===== src/rtl/fifo_burst_ctrl_if.sv =====
// FIFO read side and memory write side of the burst controller, bundled as one bus.
interface fifo_burst_ctrl_if #(
  parameter int DATA_WIDTH       = 16,
  parameter int FIFO_DEPTH_WIDTH = 10,
  parameter int ADDR_WIDTH       = 17
);
  logic [FIFO_DEPTH_WIDTH-1:0] fifo_count;
  logic                        fifo_empty;
  logic [DATA_WIDTH-1:0]       fifo_data;
  logic                        fifo_read;
  logic                        mem_req;
  logic                        mem_gnt;
  logic                        mem_wr;
  logic [ADDR_WIDTH-1:0]       mem_addr;
  logic [DATA_WIDTH-1:0]       mem_data;

  modport master (
    input  fifo_count, fifo_empty, fifo_data, mem_gnt,
    output fifo_read, mem_req, mem_wr, mem_addr, mem_data
  );

  modport slave (
    output fifo_count, fifo_empty, fifo_data, mem_gnt,
    input  fifo_read, mem_req, mem_wr, mem_addr, mem_data
  );
endinterface


===== src/rtl/fifo_burst_ctrl.sv =====
// Drains a first-word-fall-through FIFO into memory in bursts of BURST_LEN words,
// walking a frame-sized write address that wraps at FRAME_WORDS.
module fifo_burst_ctrl #(
  parameter int DATA_WIDTH       = 16,
  parameter int FIFO_DEPTH_WIDTH = 10,
  parameter int BURST_LEN        = 8,
  parameter int FRAME_WORDS      = 76800,
  parameter int ADDR_WIDTH       = 17
) (
  input  logic                 clk,
  input  logic                 rst_n,
  input  logic                 enable,
  input  logic                 flush,
  input  logic                 frame_sync,
  fifo_burst_ctrl_if.master    bus,
  output logic                 frame_done,
  output logic                 busy
);

  localparam logic [7:0]                  LAST_BEAT = 8'(BURST_LEN - 1);
  localparam logic [FIFO_DEPTH_WIDTH-1:0] BURST_CNT = FIFO_DEPTH_WIDTH'(BURST_LEN);
  localparam logic [ADDR_WIDTH-1:0]       LAST_ADDR = ADDR_WIDTH'(FRAME_WORDS - 1);

  typedef enum logic [1:0] {IDLE, REQ, BURST} state_t;

  state_t                state, state_nxt;
  logic [ADDR_WIDTH-1:0] addr;
  logic [7:0]            beat_cnt;
  logic                  sync_pending;
  logic                  partial;
  logic                  frame_done_q;

  logic start;
  logic beat;
  logic at_frame_end;
  logic enter_idle;

  // NOTE: every signal driven here gets a default first, so no path leaves it unassigned and no latch is inferred.
  always_comb begin
    start        = enable && ((bus.fifo_count >= BURST_CNT) || (flush && !bus.fifo_empty));
    beat         = (state == BURST) && !bus.fifo_empty;
    at_frame_end = (addr == LAST_ADDR);
    state_nxt    = state;

    unique case (state)
      IDLE:  if (start) state_nxt = REQ;
      REQ:   if (bus.mem_gnt) state_nxt = BURST;
      BURST: begin
        // Frame end and full burst both close on the beat; a flush burst closes once the FIFO runs dry.
        if (beat && (at_frame_end || beat_cnt == LAST_BEAT))
          state_nxt = IDLE;
        else if (!beat && partial && beat_cnt != 8'd0)
          state_nxt = IDLE;
      end
      default: state_nxt = IDLE;
    endcase

    enter_idle = (state != IDLE) && (state_nxt == IDLE);
  end

  assign bus.fifo_read = beat;
  assign bus.mem_wr    = beat;
  assign bus.mem_data  = bus.fifo_data;
  assign bus.mem_addr  = addr;
  assign bus.mem_req   = (state != IDLE);
  assign busy          = (state != IDLE);
  assign frame_done    = frame_done_q;

  // NOTE: sequential state uses non-blocking assignments so every register samples pre-edge values.
  always_ff @(posedge clk or negedge rst_n) begin
    if (!rst_n) begin
      state        <= IDLE;
      addr         <= '0;
      beat_cnt     <= '0;
      sync_pending <= 1'b0;
      partial      <= 1'b0;
      frame_done_q <= 1'b0;
    end else begin
      state        <= state_nxt;
      frame_done_q <= beat && at_frame_end;

      if (state == REQ && bus.mem_gnt)
        beat_cnt <= '0;
      else if (beat)
        beat_cnt <= beat_cnt + 8'd1;

      if (state == IDLE && start)
        partial <= (bus.fifo_count < BURST_CNT);

      // A restart request never disturbs a running burst; it lands when the burst closes.
      if ((state == IDLE && frame_sync) || (enter_idle && (sync_pending || frame_sync)))
        addr <= '0;
      else if (beat)
        addr <= at_frame_end ? '0 : addr + ADDR_WIDTH'(1);

      if (enter_idle)
        sync_pending <= 1'b0;
      else if (state != IDLE && frame_sync)
        sync_pending <= 1'b1;
    end
  end

endmodule

===== src/flat_wrapper.sv =====
// flat-port wrapper written by rule: the top's interface ports become plain ports
module fifo_burst_ctrl_flat 
#(
  parameter int DATA_WIDTH       = 16,
  parameter int FIFO_DEPTH_WIDTH = 10,
  parameter int BURST_LEN        = 8,
  parameter int FRAME_WORDS      = 76800,
  parameter int ADDR_WIDTH       = 17
)
  (clk, rst_n, enable, flush, frame_sync, frame_done, busy, bus_fifo_count, bus_fifo_empty, bus_fifo_data, bus_mem_gnt, bus_fifo_read, bus_mem_req, bus_mem_wr, bus_mem_addr, bus_mem_data);
  fifo_burst_ctrl_if #(.DATA_WIDTH(DATA_WIDTH), .FIFO_DEPTH_WIDTH(FIFO_DEPTH_WIDTH), .ADDR_WIDTH(ADDR_WIDTH)) bus_i ();
  input  logic clk;
  input  logic rst_n;
  input  logic enable;
  input  logic flush;
  input  logic frame_sync;
  output logic frame_done;
  output logic busy;
  input wire logic [$bits(bus_i.fifo_count)-1:0] bus_fifo_count;
  input wire logic [$bits(bus_i.fifo_empty)-1:0] bus_fifo_empty;
  input wire logic [$bits(bus_i.fifo_data)-1:0] bus_fifo_data;
  input wire logic [$bits(bus_i.mem_gnt)-1:0] bus_mem_gnt;
  output wire logic [$bits(bus_i.fifo_read)-1:0] bus_fifo_read;
  output wire logic [$bits(bus_i.mem_req)-1:0] bus_mem_req;
  output wire logic [$bits(bus_i.mem_wr)-1:0] bus_mem_wr;
  output wire logic [$bits(bus_i.mem_addr)-1:0] bus_mem_addr;
  output wire logic [$bits(bus_i.mem_data)-1:0] bus_mem_data;
  assign bus_i.fifo_count = bus_fifo_count;
  assign bus_i.fifo_empty = bus_fifo_empty;
  assign bus_i.fifo_data = bus_fifo_data;
  assign bus_i.mem_gnt = bus_mem_gnt;
  assign bus_fifo_read = bus_i.fifo_read;
  assign bus_mem_req = bus_i.mem_req;
  assign bus_mem_wr = bus_i.mem_wr;
  assign bus_mem_addr = bus_i.mem_addr;
  assign bus_mem_data = bus_i.mem_data;
  fifo_burst_ctrl #(.DATA_WIDTH(DATA_WIDTH), .FIFO_DEPTH_WIDTH(FIFO_DEPTH_WIDTH), .BURST_LEN(BURST_LEN), .FRAME_WORDS(FRAME_WORDS), .ADDR_WIDTH(ADDR_WIDTH)) u_core (.clk(clk), .rst_n(rst_n), .enable(enable), .flush(flush), .frame_sync(frame_sync), .bus(bus_i), .frame_done(frame_done), .busy(busy));
endmodule

===== config.mk =====
export PLATFORM = sky130hd
export DESIGN_NAME = fifo_burst_ctrl_flat
export DESIGN_NICKNAME = d
export VERILOG_FILES = /design/src/rtl/fifo_burst_ctrl_if.sv /design/src/rtl/fifo_burst_ctrl.sv /design/src/flat_wrapper.sv
export SDC_FILE = /design/constraint.sdc
export NUM_CORES = 1
export LEC_CHECK = 0
export ABC_AREA = 1
export CELL_PAD_IN_SITES_DETAIL_PLACEMENT = 0
export CELL_PAD_IN_SITES_GLOBAL_PLACEMENT = 1
export CORE_ASPECT_RATIO = 0.75
export CORE_MARGIN = 4
export CORE_UTILIZATION = 30
export CTS_BUF_LIST = sky130_fd_sc_hd__clkbuf_8
export DETAILED_ROUTE_END_ITERATION = 6
export PLACE_DENSITY = 0.85
export SETUP_SLACK_MARGIN = 0.5
export SKIP_LAST_GASP = 1
export SYNTH_ARGS = -nofsm -noshare
export SYNTH_HDL_FRONTEND = slang
export SYNTH_SLANG_ARGS = --single-unit

===== constraint.sdc =====
create_clock -name clk -period 1.6 [get_ports clk]
set_input_delay 0.32 -clock clk [delete_from_list [all_inputs] [get_ports clk]]
set_output_delay 0.32 -clock clk [all_outputs]
set_load 0.03 [all_outputs]

# After elaboration in Yosys (flattened, before gate mapping)

Index checks and enable logic that the tools add are counted.

$add $sub $neg: 2
$mul: 0
Divide/modulo/power cells: 0
Magnitude comparators: 2
Equality and inequality tests: 4
Shifts and indexed selects: 0
Multiplexer cells: 12
Bitwise operators: 0
Reductions and logical operators: 26

Operator list:

| kind                  | count |
|---|---|
| $mux 17               | 3 |
| $add 17x1->17 const B | 1 |
| $eq 17x17->1 const B  | 1 |
| $mux 8                | 2 |
| $logic_and 1x1->1     | 13 |
| $ge 10x4->1 const B   | 1 |
| $lt 10x4->1 const B   | 1 |
| $add 8x1->8 const B   | 1 |
| $eq 8x3->1 const B    | 1 |
| $mux 2                | 4 |
| $reduce_bool 2->1     | 4 |
| $reduce_bool 8->1     | 1 |
| $pmux 2 s3            | 1 |
| $logic_not 2->1       | 2 |
| $logic_or 1x1->1      | 4 |
| $eq 2x1->1 const B    | 1 |
| $eq 2x2->1 const B    | 1 |
| $logic_not 1->1       | 2 |
| $mux 1                | 2 |

Register bits after elaboration: 30
Latch bits: 0
Memory bits (writable): 0
ROM bits: 0
Bits of input ports: 33
Output and inout port bits: 38
Logic and storage cells: 52
Memories: 0

# Depth between registers and ports, before layout

Gate-level depths: netlist (run 1).

Word-level depth: 13
Depth in mapped cells: 11

# Least setup slack after synthesis (run 1)

OpenSTA, ideal clock, no wires.

Path kind: reg-to-reg
From: reg u_core.addr[0], in the netlist u_core.bus.mem_addr[0]
To: reg u_core.addr[10], in the netlist u_core.bus.mem_addr[10]
Setup time: 127 ps
Arrival time: 1,712 ps
Required time: 1,473 ps
Setup slack: -239 ps
Cell stages (with the launch flop): 10
Path buffers: 1
Cells stage by stage: dfrtp_1 -> ha_1 -> nand3_1 -> nor3_4 -> nand3_2 -> nand2_2 -> nand3_2 -> nand2_4 -> buf_12 -> a21oi_2

Cells in the longest elaborated chain, start to end: 10
Elaborated cells on any way between the ends: 14
Classes of those cells: add/sub (1); eq/ne (1); mux (5); reduce/logical (7)

RTL lines:

| what                                                | line                  | RTL |
|---|---|---|
| from (decl)                                         | fifo_burst_ctrl.sv:27 | `logic [ADDR_WIDTH-1:0] addr;` |
| from (signal assigned)                              | fifo_burst_ctrl.sv:94 | `addr <= at_frame_end ? '0 : addr + ADDR_WIDTH'(1);` |
| $eq 17x17->1                                        | fifo_burst_ctrl.sv:42 | `at_frame_end = (addr == LAST_ADDR);` |
| $logic_or 1x1->1                                    | fifo_burst_ctrl.sv:50 | `if (beat && (at_frame_end \|\| beat_cnt == LAST_BEAT))` |
| $logic_and 1x1->1                                   | fifo_burst_ctrl.sv:50 |  |
| $mux 2                                              | fifo_burst_ctrl.sv:50 |  |
| $pmux 2 s3                                          | fifo_burst_ctrl.sv:45 | `unique case (state)` |
| $logic_not 2->1                                     | fifo_burst_ctrl.sv:58 | `enter_idle = (state != IDLE) && (state_nxt == IDLE);` |
| $logic_and 1x1->1                                   | fifo_burst_ctrl.sv:58 |  |
| $logic_and 1x1->1                                   | fifo_burst_ctrl.sv:91 | `if ((state == IDLE && frame_sync) \|\| (enter_idle && (sync_pending \|\| frame_sync)))` |
| $logic_or 1x1->1                                    | fifo_burst_ctrl.sv:91 |  |
| $mux 17 / $reduce_bool 2->1 (equally long branches) | --                    |  |

Several ways; a longest one is shown, not always the timed one. The select of a mux whose other input is x is not followed.
A chain may end at the register's enable or synchronous reset.

# Worst setup path after layout (run 1)

From: reg u_core.addr[0], in the netlist u_core.bus.mem_addr[0]
To: reg u_core.addr[11], in the netlist u_core.bus.mem_addr[11]

The elaborated chain is that of the path after synthesis.

==> run_results.csv, run 1 <==
group,metric,value,unit
die,die_h,81.05,microns
critical_path,crit_path_start_kind,"register",
critical_path,critical_path_required,1.77,ns
routing,drtAntennaViolNets,0,
global_routing,gr-max-usage-layer,"met2",
logic_synthesis,synth_edf_count,0,
power_and_ir_drop,power_density,1017,nW/um^2
logic_synthesis,yosysWarnings,0,
cts,cts_made_buffers,5,
placement,gp_congestion,0.8747,
flow_run,cap_violations,0,
die,initial_core_util,31.10,%
logic_synthesis,ys_seq_area_share,35.17,%
die,die_area,8543,sq um
logic_synthesis,syn_nets,331,
timing,fmax,632.3,MHz
logic_synthesis,synth_top_area_share,35.17,%
finish,post-route-util,52.15,%
global_routing,grt-ovfl-total,0,
routing,firstDrtPassIters,4,
cts,cts_sinks,30,
logic_synthesis,syn_inst,295,
die,coreArea,6864,sq um
logic_synthesis,async_flop_share,100.0,%
logic_synthesis,syn_area,2135,sq um
routing,first_iter_violations,163,
timing,fin_hold_ws,0.4363,ns
global_routing,use_met2,26.02,%
die,io_pins,71,
routing,wl_per_cell,13.19,microns
routing,vias,2319,
global_routing,grt_pass1_vias,2286,
logic_synthesis,ys_top_cells_by_count,"nand2_1 (63), inv_1 (40), nor2_1 (37), dfrtp_1 (30), nand3_1 (20)",
status,run_status,"complete, no violations",
timing,max_slew_margin,73.03,%
timing,finalHoldViolCount,0,
timing,tightest_slew,0.4045,ns
critical_path,crit_path_max_fanout,8,
die,die_w,105.4,microns
logic_synthesis,yosysMostFrequentCell,"nand2_1",
global_routing,grt_max_degree,31,
timing,slew_violations,0,
cts,clockBufferDepth,2,
timing,finalClockSkew,0.008205,ns
timing,min_period_over_period,98.85,%
logic_synthesis,synth_seq_cells,30,
routing,drc,0,
finish,num_antenna_cells,0,
placement,io_buffers,35,
logic_synthesis,ys.flop_type,"dfrtp_1",
critical_path,crit_type,"register to register",
finish,design_area,3580,sq um
cts,htreeDepth,2,
placement,postPlaceCellArea,2750,sq um
routing,wl,6571,microns
power_and_ir_drop,vdd_drop_max,1326,uV
global_routing,grt_pass1_wl,11000,microns
logic_synthesis,yosys.area.top_type,"dfrtp_1",
finish,drive_above_1_share,50.00,%
logic_synthesis,synth.distinct_cells,33,
cts,cts_tree,"yes",
cts,clk_root_buffer_cell,"clkbuf_8",
die,num_rows,26,
timing,finalSetupViolCount,0,
cts,path_clk_slew,0.07,ns
cts,clock_latency,0.29,ns
logic_synthesis,synthTopCellsByArea,"dfrtp_1 (35%), nand2_1 (11%), inv_1 (7.0%)",
timing,period_minus_slack,1.582,ns
min_path,min_path_type,"primary input to async pin",
routing,drt-vias-per-instance,4.657,
logic_synthesis,syn_area_per_cell,7.236,sq um
global_routing,use_met3,4.289,%
critical_path,end_kind,"register",
critical_path,arrival,1.75,ns
cts,holdBufCountCts,0,
finish,syn_to_final_growth,67.70,%
global_routing,antenna_found_initial,0,
timing,rsz0062_at_grt,"yes",
power_and_ir_drop,p_leak,0.001675,uW
power_and_ir_drop,power,3640,uW
finish,final_nets,435,
global_routing,met1_usage,21.60,%
global_routing,track_usage,16.09,%
placement,place_hpwl,4066,microns
-- layout by cell type (no fill, tap or decap), types with 3 or more instances in the layout --
cell type | synthesis | final
buf_4 | 19 | 60
nand2_1 | 63 | 56
buf_6 | 0 | 43
inv_1 | 40 | 32
nor2_1 | 37 | 24
dfrtp_1 | 30 | 22
a21oi_2 | 11 | 14
nand3_1 | 20 | 13
a21oi_1 | 16 | 11
nor2_2 | 1 | 10
inv_2 | 2 | 9
nand4_1 | 8 | 8
dfrtp_2 | 0 | 8
nand2_2 | 2 | 7
nand3_4 | 1 | 6
o21ai_0 | 9 | 6
nor2_4 | 1 | 5
nand3_2 | 3 | 5
clkbuf_8 | 0 | 5
nor3_4 | 1 | 4
nor3_1 | 8 | 4
buf_2 | 2 | 4
clkdlybuf4s50_1 | 0 | 4
nand2_8 | 0 | 3
nand2_4 | 2 | 3
xor2_1 | 3 | 3
xnor2_1 | 3 | 3
dlymetal6s2s_1 | 0 | 3
dlygate4sd2_1 | 0 | 3
-- report_power, final --
part	internal [uW]	total, uW	switching [uW]
Clock	289	572	283
Sequential	859	958	98.8
Combinational	947	2110	1160
Total	2100	3640	1550
-- state kept, by name (all words and copies together) (netlist names) --
signal	flops
u_core.state	2
u_core.partial	1
u_core.frame_done	1
u_core.sync_pending	1
u_core.beat_cnt	8
u_core.bus.mem_addr	17
-- through the flow --
stage	setup TNS (ns)	setup WS, ns	instances
after floorplan	-0.07611	-0.007611	295
after global placement	-5.955	-0.3129	440
after detailed placement	-6.277	-0.3294	440
after CTS	0	0.06233	483
after global routing	-0.7677	-0.08319	498
final	0	0.01837	498
-- what timing repair did --
action | in CTS | in global routing
endpoints found under the setup margin | 52 | 52
resized for setup | 172 | 69
buffers inserted | 32 | 15
pin swaps | 21 | 22
gates cloned | 3 | 0
-- logic make-up (layout without fill, tap and decap cells) --
logic type / Yosys count / count (layout) / share of synthesized area (%)
XOR/XNOR: 6 / 6 / 2.462
AND/OR/NAND/NOR: 149 / 151 / 32.53
adder cells (fa/ha/maj): 3 / 3 / 1.759
AO/OA/AOI/OAI: 42 / 42 / 12.43
flip-flops: 30 / 30 / 35.17
buffers and inverters: 65 / 168 / 15.65
-- worst max-delay path: stages (launching register included) --
cell and delay, ns:
dfrtp_2 0.40, ha_4 0.15, nand3_2 0.09, nor3_4 0.18, nand3_2 0.12, nand2_2 0.11
nand3_4 0.17, nand2_8 0.17, a21oi_2 0.06
-- routing by layer --
metal | routed length [microns] | part of all wire, %
met4 | 36 | 0.55
met5 | 0 | 0
met3 | 296 | 4.5
met1 | 3081 | 47
met2 | 3157 | 48
-- path summary, 6_finish.rpt --
| kind | slack, ns | cells after the start | to | startpoint |
|---|---|---|---|---|
| setup / recovery | 0.02 | 8 | u_core.bus.mem_addr[11] | u_core.bus.mem_addr[0] |
| hold / removal | 0.44 | 2 | u_core.bus.mem_addr[9] | rst_n |
| setup reg to reg | 0.02 | 8 | u_core.bus.mem_addr[11] | u_core.bus.mem_addr[0] |
| hold reg to reg | 0.48 | 2 | u_core.sync_pending | u_core.sync_pending |
| max in group asynchronous | 0.84 | 2 | u_core.bus.mem_addr[3] | rst_n |
| min in group clk | 0.46 | 5 | u_core.partial | bus_fifo_count[4] |
-- cell type report --
type	instances	area, sq um
clock buffers	5	68.82
clock inverters	3	11.26
fillers	633	3284
inverters	42	175.2
multi-input cells	202	1363
flip-flops and latches	30	760.7
well taps	98	122.6
repair buffers	118	1079
Power figures use the tool's default switching activity.
==> inputs of run 2 (changes only) <==
--- a/config.mk
+++ b/config.mk
@@ -16,6 +16,7 @@
 export PLACE_DENSITY = 0.85
 export SETUP_SLACK_MARGIN = 0.5
 export SKIP_LAST_GASP = 1
+export SLEW_MARGIN = 10
 export SYNTH_ARGS = -nofsm -noshare
 export SYNTH_HDL_FRONTEND = slang
 export SYNTH_SLANG_ARGS = --single-unit
==> constraint.sdc (replaced) <==
create_clock -name clk -period 1.6 [get_ports clk]
set_input_delay 0.24 -clock clk [delete_from_list [all_inputs] [get_ports clk]]
set_output_delay 0.24 -clock clk [all_outputs]
set_load 0.03 [all_outputs]
==> run 2 against run 1 <==
Net effect:
- sequential power barely moved
- clock-buffer cell count did not move
- via count is 3.2% lower
- largest power group unchanged
- setup slack better by 0.011 ns
- fmax increased by 0.68%
- highest routed layer unchanged
- clock power is 4.2% higher
- die area stayed put
- wire length increased by 2.8%
- non-clock buffer count down 18
- sequential share of layout area rose by 0.91 points
==> run_results.csv, run 2 (synthesis gave the netlist of run 1 again) <==
group,metric,value,unit
status,run_status,"complete, no violations",
critical_path,crit_path_start_kind,"register",
timing,fin_hold_ws,0.3520,ns
cts,clk_root_buffer_cell,"clkbuf_8",
die,initial_core_util,31.10,%
placement,place_hpwl,4050,microns
finish,nFillCells,627,
critical_path,critPathLaunch,"u_core.beat_cnt[4]",
critical_path,reg2reg_to,"u_core.bus.mem_addr[3]",
placement,dp_cells,436,
timing,finalHoldViolCount,0,
routing,wl,6758,microns
power_and_ir_drop,sw_frac_of_total,43.15,%
critical_path,arrival,1.78,ns
cts,cts_made_buffers,5,
power_and_ir_drop,power_density,1070,nW/um^2
global_routing,grt_pass1_wl,10200,microns
die,die_w,105.4,microns
min_path,min_path_type,"primary input to async pin",
finish,final_nets,417,
global_routing,grt-ovfl-total,0,
timing,fmax,636.5,MHz
critical_path,max_stage_delay,0.47,ns
finish,largest_reg_flops,17,
power_and_ir_drop,power_frac_seq,26.1,%
timing,finalSetupViolCount,0,
global_routing,antenna_found_initial,0,
cts,htreeDepth,2,
timing,max_slew_margin,72.58,%
routing,vias,2244,
critical_path,setup.worst_path.end,"u_core.bus.mem_addr[3]",
critical_path,end_kind,"register",
critical_path,critical_path_required,1.81,ns
timing,period_minus_slack,1.571,ns
routing,drt-vias-per-instance,4.675,
critical_path,crit_family,"simple AND/OR/NAND/NOR gates",
critical_path,reg2regPathDepth,9,
critical_path,crit_slowest_cell,"dfrtp_1",
finish,syn_to_final_growth,60.84,%
routing,met1_length,3180,microns
critical_path,reg2reg_slack,0.03,ns
critical_path,crit_path_max_fanout,5,
finish,mostFrequentLayoutCell,"nand2_1",
critical_path,crit_cells,9,
critical_path,path_cells,"nor2_1 > nand2_1 > nor2_2 > nor2_1 > nor2_2 > nand2_4 > nand3_4 > nand2_4 > a21oi_2",
power_and_ir_drop,vdd_drop_max,594.4,uV
cts,clockBufferDepth,2,
routing,firstDrtPassIters,4,
placement,gp_congestion,0.8240,
die,io_pins,71,
routing,first_iter_violations,94,
timing,tns,0,ns
global_routing,grt_max_degree,31,
power_and_ir_drop,switchingPower,1585,uW
die,die_area,8543,sq um
timing,slew_violations,0,
finish,layout_common_cells,"nand2_1 (56), buf_6 (45), buf_4 (37), inv_1 (33), nor2_1 (27)",
power_and_ir_drop,p_clk_share,16.2,%
critical_path,worstReg2RegStart,"u_core.beat_cnt[4]",
routing,met3RoutedLength,310,microns
finish,num_antenna_cells,0,
die,die_h,81.05,microns
timing,min_period_over_period,98.19,%
routing,wl_per_cell,14.08,microns
die,coreArea,6864,sq um
routing,routed.top_layer,"met4",
die,num_rows,26,
cts,clock_latency,0.28,ns
power_and_ir_drop,p_leak,0.001555,uW
cts,path_clk_slew,0.07,ns
global_routing,track_usage,14.96,%
cts,cts_tree,"yes",
finish,drive_above_1_share,46.07,%
power_and_ir_drop,p_int,2088,uW
flow_run,cap_violations,0,
timing,rsz0062_at_grt,"yes",
power_and_ir_drop,pwr-share-comb,57.7,%
placement,io_buffers,35,
power_and_ir_drop,power,3673,uW
routing,met2_length,3147,microns
routing,drc,0,
timing,tightest_slew,0.4113,ns
cts,cts_sinks,30,
routing,drtAntennaViolNets,0,
timing,finalClockSkew,0.01106,ns
critical_path,crit_type,"register to register",
critical_path,path_buf_inv,0,
finish,finalNonFillerCells,480,
global_routing,grt_pass1_vias,2169,
## run 2: power groups by stage
stage          Combinational (uW)  Sequential (uW)  Clock, uW
5_1_grt                      2260              967        627
6_report                     2120              957        596
3_5_place_dp                 1180              956          0
3_3_place_gp                 1150              954          0
2_1_floorplan                 903              971          0
4_1_cts                      1810              946        605
## run 2: how the worst min path moves through the flow
stage / from / end / slack, ns / cells past startpoint
final: rst_n / u_core.bus.mem_addr[1] / 0.35 / 2
after global routing: rst_n / u_core.sync_pending / 0.38 / 2
after detailed placement: bus_fifo_data[10] / bus_mem_data[10] / 0.48 / 0
after CTS: rst_n / u_core.bus.mem_addr[4] / 0.36 / 2
after floorplan: rst_n / u_core.beat_cnt[0] / -0.06 / 0
after global placement: u_core.sync_pending / u_core.sync_pending / 0.47 / 2
## run 2: stage by stage
step | setup slack (ns) | area, sq um | util (%)
2_1_floorplan | -0.007869 | 2198 | -
3_3_place_gp | -0.2393 | 2714 | 39.54
3_5_place_dp | -0.2731 | 2714 | 39.54
4_1_cts | 0.06270 | 3157 | 45.99
5_1_grt | -0.09663 | 3433 | 50.02
6_report | 0.02900 | 3433 | 50.02
## run 2: what timing repair did
action	4_1_cts	5_1_grt
resized for setup	182	44
pin swaps	17	15
buffers inserted	17	16
gates cloned	2	1
setup endpoints to repair	52	51
hold buffers	0	0
hold endpoints to repair	0	0
## run 2: area by class of cell
class                      count  area [sq um]  share of cell area (%)
timing repair buffer         100         984.7                   28.68
clock inverter                 3         13.76                  0.4009
sequential                    30         760.7                   22.16
multi-input combinational    202          1315                   38.30
clock buffer                   5         68.82                   2.004
inverter                      42         167.7                   4.883
tap                           98         122.6                   3.571
## run 2: routing by layer
layer  vias up  global-route usage, %
met3        16                  3.257
met5         -                      0
li1       1108                      -
met2        53                  24.43
met4         0                  4.849
met1      1067                  19.85
## run 2: worst register-to-register path: stages, from the launching register on
cell and delay, ns:
dfrtp_1 0.47, nor2_1 0.14, nand2_1 0.07, nor2_2 0.11
nor2_1 0.05, nor2_2 0.15, nand2_4 0.08, nand3_4 0.18
nand2_4 0.12, a21oi_2 0.14
